File: config.mk
export PLATFORM = sky130hd
export DESIGN_NAME = imm_field_packer
export DESIGN_NICKNAME = d
export VERILOG_FILES = /design/src/rtl/imm_field_packer.sv
export SDC_FILE = /design/constraint.sdc
export NUM_CORES = 1
export LEC_CHECK = 0
export ABC_AREA = 0
export BUFFER_PORTS_ARGS = -buffer_cell sky130_fd_sc_hd__buf_2
export CELL_PAD_IN_SITES_DETAIL_PLACEMENT = 1
export CELL_PAD_IN_SITES_GLOBAL_PLACEMENT = 1
export CORE_MARGIN = 2
export CORE_UTILIZATION = 45
export DETAILED_ROUTE_END_ITERATION = 8
export GPL_TIMING_DRIVEN = 0
export PLACE_DENSITY_LB_ADDON = 0.1
export SLEW_MARGIN = 10
export SYNTH_ARGS = -nofsm -noshare
export SYNTH_HDL_FRONTEND = slang
export SYNTH_SLANG_ARGS = --single-unit
File: constraint.sdc
create_clock -name clk -period 5.1 [get_ports clk]
set_input_delay 0.255 -clock clk [delete_from_list [all_inputs] [get_ports clk]]
set_output_delay 0.255 -clock clk [all_outputs]
set_load 0.03 [all_outputs]
File: src/rtl/imm_field_packer.sv
`default_nettype none
// ============================================================================
// Module      : imm_field_packer
// Description : Range-checks a 32-bit signed value against the signed 18-bit
//               immediate field or the signed 22-bit memory-displacement
//               field, packs it with an instruction header into a 32-bit word
//               and queues the result in a 2-entry valid/ready output FIFO.
//               Values that do not fit are still packed (by truncation),
//               flagged per entry and counted in saturating statistics.
// Revision    : 1.0 - initial release
// ============================================================================
module imm_field_packer (
  input  logic        clk,
  input  logic        rst_n,
  // producer side
  input  logic        in_valid,
  output logic        in_ready,
  input  logic        in_mode,
  input  logic [13:0] in_hdr,
  input  logic [31:0] in_value,
  // consumer side
  output logic        out_valid,
  input  logic        out_ready,
  output logic [31:0] out_word,
  output logic        out_ovf,
  // statistics
  output logic        ovf_sticky,
  output logic [15:0] ovf_count,
  input  logic        stat_clr
);

  localparam logic       C_MODE_IMM  = 1'b0;
  localparam logic [1:0] C_DEPTH     = 2'd2;
  localparam logic [15:0] C_CNT_MAX  = 16'hFFFF;

  // --------------------------------------------------------------------------
  // Packing and range check
  // --------------------------------------------------------------------------
  logic [31:0] w_word;
  logic        w_ovf;
  logic [14:0] w_imm_top;   // value bits [31:17]: must all equal the imm sign
  logic [10:0] w_md_top;    // value bits [31:21]: must all equal the md sign

  assign w_imm_top = in_value[31:17];
  assign w_md_top  = in_value[31:21];

  // Select the field layout and the fit check from the requested mode.
  always_comb begin
    w_word = 32'd0;
    w_ovf  = 1'b0;
    if (in_mode == C_MODE_IMM) begin
      w_word = {in_hdr[13:0], in_value[17:0]};
      w_ovf  = !((w_imm_top == 15'h0000) || (w_imm_top == 15'h7FFF));
    end else begin
      // md uses only the low 10 header bits; [13:10] are ignored.
      w_word = {in_hdr[9:0], in_value[21:0]};
      w_ovf  = !((w_md_top == 11'h000) || (w_md_top == 11'h7FF));
    end
  end

  // --------------------------------------------------------------------------
  // 2-entry output FIFO
  // --------------------------------------------------------------------------
  logic [31:0] r_mem_word0;
  logic [31:0] r_mem_word1;
  logic        r_mem_ovf0;
  logic        r_mem_ovf1;
  logic        r_wr_ptr;
  logic        r_rd_ptr;
  logic [1:0]  r_count;

  logic        w_push;
  logic        w_pop;

  // Ready and valid come only from registered occupancy, so there is no
  // combinational path from out_ready back to in_ready.
  assign in_ready  = (r_count != C_DEPTH);
  assign out_valid = (r_count != 2'd0);

  // A full FIFO never pushes, even when it pops in the same cycle.
  assign w_push = in_valid && in_ready;
  assign w_pop  = out_valid && out_ready;

  // Head entry is read straight from storage, so it stays stable while
  // the consumer stalls.
  assign out_word = r_rd_ptr ? r_mem_word1 : r_mem_word0;
  assign out_ovf  = r_rd_ptr ? r_mem_ovf1  : r_mem_ovf0;

  // Storage write: the packed word and its overflow flag land at the tail.
  always_ff @(posedge clk or negedge rst_n) begin
    if (!rst_n) begin
      r_mem_word0 <= 32'd0;
      r_mem_word1 <= 32'd0;
      r_mem_ovf0  <= 1'b0;
      r_mem_ovf1  <= 1'b0;
    end else if (w_push) begin
      if (r_wr_ptr) begin
        r_mem_word1 <= w_word;
        r_mem_ovf1  <= w_ovf;
      end else begin
        r_mem_word0 <= w_word;
        r_mem_ovf0  <= w_ovf;
      end
    end
  end

  // Pointer and occupancy bookkeeping; pointers wrap naturally mod 2.
  always_ff @(posedge clk or negedge rst_n) begin
    if (!rst_n) begin
      r_wr_ptr <= 1'b0;
      r_rd_ptr <= 1'b0;
      r_count  <= 2'd0;
    end else begin
      if (w_push) begin
        r_wr_ptr <= ~r_wr_ptr;
      end
      if (w_pop) begin
        r_rd_ptr <= ~r_rd_ptr;
      end
      case ({w_push, w_pop})
        2'b10:   r_count <= r_count + 2'd1;
        2'b01:   r_count <= r_count - 2'd1;
        default: r_count <= r_count;
      endcase
    end
  end

  // --------------------------------------------------------------------------
  // Overflow statistics
  // --------------------------------------------------------------------------
  logic        r_ovf_sticky;
  logic [15:0] r_ovf_count;
  logic        w_ovf_event;

  assign w_ovf_event = w_push && w_ovf;
  assign ovf_sticky  = r_ovf_sticky;
  assign ovf_count   = r_ovf_count;

  // Clear wins over a same-cycle overflow; the counter saturates at all-ones.
  always_ff @(posedge clk or negedge rst_n) begin
    if (!rst_n) begin
      r_ovf_sticky <= 1'b0;
      r_ovf_count  <= 16'd0;
    end else if (stat_clr) begin
      r_ovf_sticky <= 1'b0;
      r_ovf_count  <= 16'd0;
    end else if (w_ovf_event) begin
      r_ovf_sticky <= 1'b1;
      if (r_ovf_count != C_CNT_MAX) begin
        r_ovf_count <= r_ovf_count + 16'd1;
      end
    end
  end

endmodule
`default_nettype wire
==> impl_metrics.tcl, run 1 <==
set metrics [dict create \
    critPathSlowestCell "buf_1" \
    worst_pin_slew_ns 0.710 \
    ys_seq_area_share_pct 51.3 \
    critical_path_required_ns 4.85 \
    n_antenna_cell 0 \
    die_h_um 101 \
    timing.final.crit_share_pct 46.6 \
    fin_util_pct 55.8 \
    grt_max_degree 61 \
    synth_edf_count 0 \
    critical_path_buf_inv_count 3 \
    ant_nets 0 \
    final-seq-area_um2 2180 \
    die_x_um 101 \
    tns_ns 0 \
    synthAdderAreaFrac_pct 0.589 \
    drt-initial-drc-count 67 \
    holdWs_ns 0.143 \
    yosys.area.top_type "dfrtp_1" \
    place_area_um2 4930 \
    cts-root-buf "clkbuf_8" \
    fill_cells 1043 \
    io_buffer_count 102 \
    via_per_inst 5.46 \
    r2r-start "ovf_count[0]" \
    synthMuxAreaShare_pct 23.5 \
    cp_top_family "buffers and inverters" \
    drc 0 \
    hold_buffers 1 \
    rr_endpoint "ovf_count[11]" \
    dieArea_um2 10200 \
    cts_resized 0 \
    synth_area_leaders "dfrtp_1, mux2_2, mux2i_1" \
    fin_skew_ns 0.0104 \
    cts_setup_buffers 0 \
    syn_to_final_growth_pct 20.8 \
    clockBufferDepth 2 \
    fin_cells 597 \
    route.vias.total 3260 \
    drtPass1Iterations 4 \
    endpoint_kind "output pin" \
    synth_cell_type_count 42 \
    synth_nets 420 \
    hold_class "in -> reg" \
    core-area_um2 9200 \
    whs_endpoint "r_mem_word0[3]" \
    synth-compound-area-share_pct 7.78 \
    p_leak_nw 2.35 \
    synth_common_cells "dfrtp_1, mux2_2, nor2_1" \
    path_class "reg -> out" \
    dp.cells 580 \
    rows 35 \
    avgSynthCellArea_um2 11.6 \
    rsz0062_at_grt "false" \
    timing_hold_violations_final 0 \
    yosysMostFrequentCell "dfrtp_1" \
    r2r_setup_slack_ns 2.89 \
    async_reset_ff_share_pct 100 \
    grt_pass1_wl_mm 17.1 \
    ff2ff_path_depth 6 \
    synthCells 366 \
    crit_path_start_kind "flip-flop" \
    outcome "complete, no violations" \
    slew_violations 0 \
    cts_buffers 9 \
    ios 104 \
    arrival_ns 2.12 \
    synth-simple-area-share_pct 12.3 \
    synthFlopType "dfrtp_1" \
    fmax_ghz 0.421 \
    routedWlPerCell_um 17.5 \
    relSlewSlack_pct 52.7 \
    antenna_found_initial 0 \
    min_from "in_value[3]" \
    cts_sinks 87 \
    yosysWarnings 0 \
    htree_levels 3 \
    clkTransAtPathRegs_ns 0.09 \
    crit_chain "clkbuf_1 -> buf_1 -> mux2_2 -> buf_2" \
    syn-cell-area_um2 4250 \
    synth_seq_cells 87 \
    slowest_delay_ns 0.52 \
    cts_tree "done" \
    grt.overflow.total 0 \
    clk_latency_ns 0.35 \
    grt.total_usage_pct 21.2 \
    dpl.hpwl_mm 7.74 \
    grt_pass1_vias 3483 \
    setup_viol 0 \
    peakVddDrop_uv 314 \
    fin_area_um2 5130 \
    routabilityCongestion 0.789 \
    maxCapViolCount 0 \
    multiInputGateArea_um2 1920 \
    crit_fanout 10 \
    timing.final.crit_period_ns 2.38 \
    drive_above_1_share_pct 44.2 \
    holdPathStages 2 \
    power_density_nw_per_um2 615 \
    synth_top_family_by_area "multiplexers" \
    synth_top_area_share_pct 51.3 \
    floorplan.initialDensity_pct 46.2 \
    final_net_count 535 \
    wl_mm 10.5 \
    synth-xor-area-share_pct 1.03 \
]
-- through the flow --
step | power, mW | worst slack, ns
after floorplan | 2.27 | 3.02
after global placement | 2.64 | 2.97
after detailed placement | 2.70 | 2.92
after CTS | 3.20 | 2.65
after global routing | 3.36 | 2.59
final | 3.16 | 2.72
-- cells by family after synthesis --
logic type / after synthesis
AND/OR/NAND/NOR: 102
multiplexers: 90
flip-flops: 87
AO/OA/AOI/OAI: 54
buffers and inverters: 26
XOR/XNOR: 5
adder cells (fa/ha/maj): 2
-- area by class of cell --
cell class / count / share of cell area [%]
sequential: 87 / 42.4
multi-input combinational: 253 / 37.5
timing repair buffer: 104 / 10.7
tap: 111 / 2.71
buffer: 22 / 2.56
clock buffer: 10 / 2.49
clock inverter: 6 / 1.32
inverter: 4 / 0.293
-- layout by cell type (no fill, tap or decap), types with 3 or more instances in the layout --
cell type / count
nor3_1: 4
nor2_1: 24
o21ai_0: 18
xnor2_1: 3
buf_4: 4
o31ai_1: 3
buf_6: 4
mux2i_1: 14
mux2_2: 75
a21oi_1: 23
and2_1: 4
dfrtp_1: 87
nor4_1: 8
clkbuf_8: 9
inv_1: 3
buf_2: 107
nand4_1: 5
or4_1: 3
clkbuf_1: 8
nand3_1: 11
nand2_1: 23
nor2b_1: 7
and4_1: 4
-- power breakdown --
group          internal (mW)  total, mW  switching (mW)  leakage (nW)
logic                  0.633       1.55           0.917          1.21
clock network          0.229      0.485           0.256        0.0933
registers              0.971       1.12           0.150          1.05
total                   1.83       3.16            1.32          2.35
-- sequential cells by signal, summed over array words and instances (netlist names) --
name         cells
r_wr_ptr         1
r_mem_word0     32
r_mem_ovf1       1
ovf_sticky       1
r_mem_word1     32
r_rd_ptr         1
r_count          2
ovf_count       16
r_mem_ovf0       1
-- per-layer routing --
metal	vias to the layer above	global-route usage (%)	routed length [µm]
li1	1549	-	-
met1	1639	27.8	4790
met2	62	36.4	5230
met3	10	3.17	337
met4	0	6.96	109
met5	-	0	0
-- worst max path at each step --
| stage | from | end | slack, ns | cells after the start |
|---|---|---|---|---|
| global placement | ovf_count[0] | ovf_count[11] | 2.97 | 6 |
| global route | r_rd_ptr | out_word[23] | 2.59 | 4 |
| detailed placement | ovf_count[0] | ovf_count[11] | 2.92 | 6 |
| finish | r_rd_ptr | out_word[23] | 2.72 | 4 |
| floorplan | ovf_count[0] | ovf_count[11] | 3.02 | 6 |
| CTS | r_rd_ptr | out_word[4] | 2.65 | 4 |
-- worst register-to-register path, cell delays in order, from the launching register on --
cell,delay [ns]
dfrtp_1,0.45
ha_1,0.30
and4_1,0.24
and4_1,0.20
clkbuf_1,0.17
nor4_1,0.37
mux2_2,0.37
Note: power is estimated with default switching activity, not from simulation.
==> inputs of run 2 (changes only) <==
CORE_UTILIZATION = 42   (was 45)
clock period = 2.2 ns   (was 5.1 ns; I/O delays follow)
==> impl_metrics.tcl, run 2 (synthesis results as in run 1) <==
set metrics [dict create \
    whs_endpoint "r_mem_word0[10]" \
    cts_sinks 87 \
    drtPass1Iterations 4 \
    p_clk_share_pct 16.8 \
    endpoint_kind "flip-flop" \
    maxCapViolCount 0 \
    tns_ns 0 \
    n_antenna_cell 0 \
    cts_tree "done" \
    peakVddDrop_uv 644 \
    cts_setup_buffers 0 \
    ios 104 \
    htree_levels 3 \
    cp_common_cell "and4_1" \
    fin_skew_ns 0.00912 \
    drt-initial-drc-count 70 \
    grt_pass1_vias 3509 \
    dpl.hpwl_mm 7.83 \
    floorplan.initialDensity_pct 43.4 \
    setup_viol 0 \
    power_density_nw_per_um2 1410 \
    drive_above_1_share_pct 44.1 \
    via_per_inst 5.28 \
    p_leak_nw 2.43 \
    grt_max_degree 59 \
    fmax_ghz 0.471 \
    outcome "complete, no violations" \
    arrival_ns 2.37 \
    grt_pass1_wl_mm 17.9 \
    grt_use_met3_pct 3.68 \
    r2r_setup_slack_ns 0.08 \
    min_from "in_value[10]" \
    ff2ff_path_depth 6 \
    worst_pin_slew_ns 0.776 \
    critPathSlowestCell "dfrtp_2" \
    holdWs_ns 0.0182 \
    crit_chain "ha_1 -> and4_1 -> and4_1 -> clkbuf_1 -> nor4_2 -> mux2_2" \
    drc 0 \
    rows 36 \
    route.vias.total 3335 \
    antenna_found_initial 0 \
    slowest_delay_ns 0.45 \
    wl_mm 10.9 \
    p_sw_mw 3.10 \
    grtUsageMet2_pct 34.5 \
    cts_buffers 9 \
    seqPwrFrac_pct 34.6 \
    crit_fanout 7 \
    grt.total_usage_pct 20.5 \
    cts-root-buf "clkbuf_8" \
    met1_usage_pct 27.7 \
    hold_class "in -> reg" \
    clkTransAtPathRegs_ns 0.09 \
    final_net_count 548 \
    syn_to_final_growth_pct 25.4 \
    grt.overflow.total 0 \
    holdPathStages 2 \
    timing.final.crit_share_pct 96.5 \
    die_x_um 105 \
    netSwitchingFraction_pct 41.4 \
    timing.final.crit_period_ns 2.12 \
    relSlewSlack_pct 48.2 \
    critical_path_required_ns 2.44 \
    die_h_um 105 \
    power.share.combinational_pct 48.6 \
    p_int_mw 4.39 \
    crit_path_start_kind "flip-flop" \
    dieArea_um2 10900 \
    gr-max-usage-layer "met2" \
    mostFrequentLayoutCells "buf_2, dfrtp_1, mux2_2, nor2_1" \
    io_buffer_count 102 \
    rr_endpoint "ovf_count[11]" \
    routedWlPerCell_um 17.2 \
    routabilityCongestion 0.803 \
    clk_latency_ns 0.35 \
    r2r-start "ovf_count[0]" \
    layout_commonest_cell "buf_2" \
    path_class "reg -> reg" \
    ant_nets 0 \
    timing_hold_violations_final 0 \
    clockBufferDepth 2 \
    slew_violations 0 \
    core-area_um2 9770 \
    rsz0062_at_grt "false" \
]
run 2: cell count changes in the layout (fill, tap and decap cells not counted), sizes merged:
cell and delta:
clkinv -1, bufinv +1, dlygate4sd3 +13
run 2: power groups by stage:
stage / clock network [mW] / logic [mW] / registers [mW]
after floorplan: 0 / 2.72 / 2.54
after global placement: 0 / 3.57 / 2.56
after detailed placement: 0 / 3.65 / 2.62
after CTS: 1.30 / 3.69 / 2.59
after global routing: 1.35 / 3.92 / 2.69
final: 1.25 / 3.64 / 2.60
run 2: worst max-delay path, delay by kind of cell, from the launching register on:
family	cells	cell delay, ns
multiplexers	1	0.37
AND/OR/NAND/NOR	3	0.74
flip-flops	1	0.45
buffers and inverters	1	0.18
adder cells (fa/ha/maj)	1	0.27
run 2: layout make-up:
class	count	area, µm²
plain buffers	22	135
clock buffers	10	128
clock inverters	6	92.6
fillers	1121	4450
inverters	4	15.0
multi-input cells	253	1930
flip-flops and latches	87	2180
well taps	133	166
repair buffers	117	681
run 2: what timing repair did:
action                                  CTS  global route
hold buffers                             14             0
endpoints found under the setup margin   30             2
endpoints found under the hold margin    53             0
resized for setup                         4             1
run 2: layer usage:
layer  share of wire [%]  vias to the layer above  wire, µm
met5                   0                        -         0
met4                0.88                        0        96
met3                 3.6                       11       397
met2                  48                       74      5210
met1                  48                     1670      5190
li1                    -                     1580         -
run 2: worst max path at each step:
stage | cells after the start | slack [ns] | to | startpoint
floorplan | 6 | 0.12 | ovf_count[11] | ovf_count[0]
global placement | 6 | 0.07 | ovf_count[11] | ovf_count[0]
detailed placement | 6 | 0.01 | ovf_count[11] | ovf_count[0]
CTS | 6 | 0.05 | ovf_count[11] | ovf_count[0]
global route | 6 | 0.004 | ovf_count[11] | ovf_count[0]
finish | 6 | 0.08 | ovf_count[11] | ovf_count[0]
run 2: metrics by stage:
step / power (mW) / instance area (µm²) / util, % / setup slack, ns / instances
finish: 7.49 / 5330 / 54.5 / 0.0767 / 632
global route: 7.97 / 5330 / 54.5 / 0.00442 / 632
CTS: 7.58 / 5320 / 54.5 / 0.0510 / 632
detailed placement: 6.27 / 4950 / 50.7 / 0.0102 / 602
global placement: 6.14 / 4920 / 50.4 / 0.0660 / 601
floorplan: 5.26 / 4250 / - / 0.124 / 366
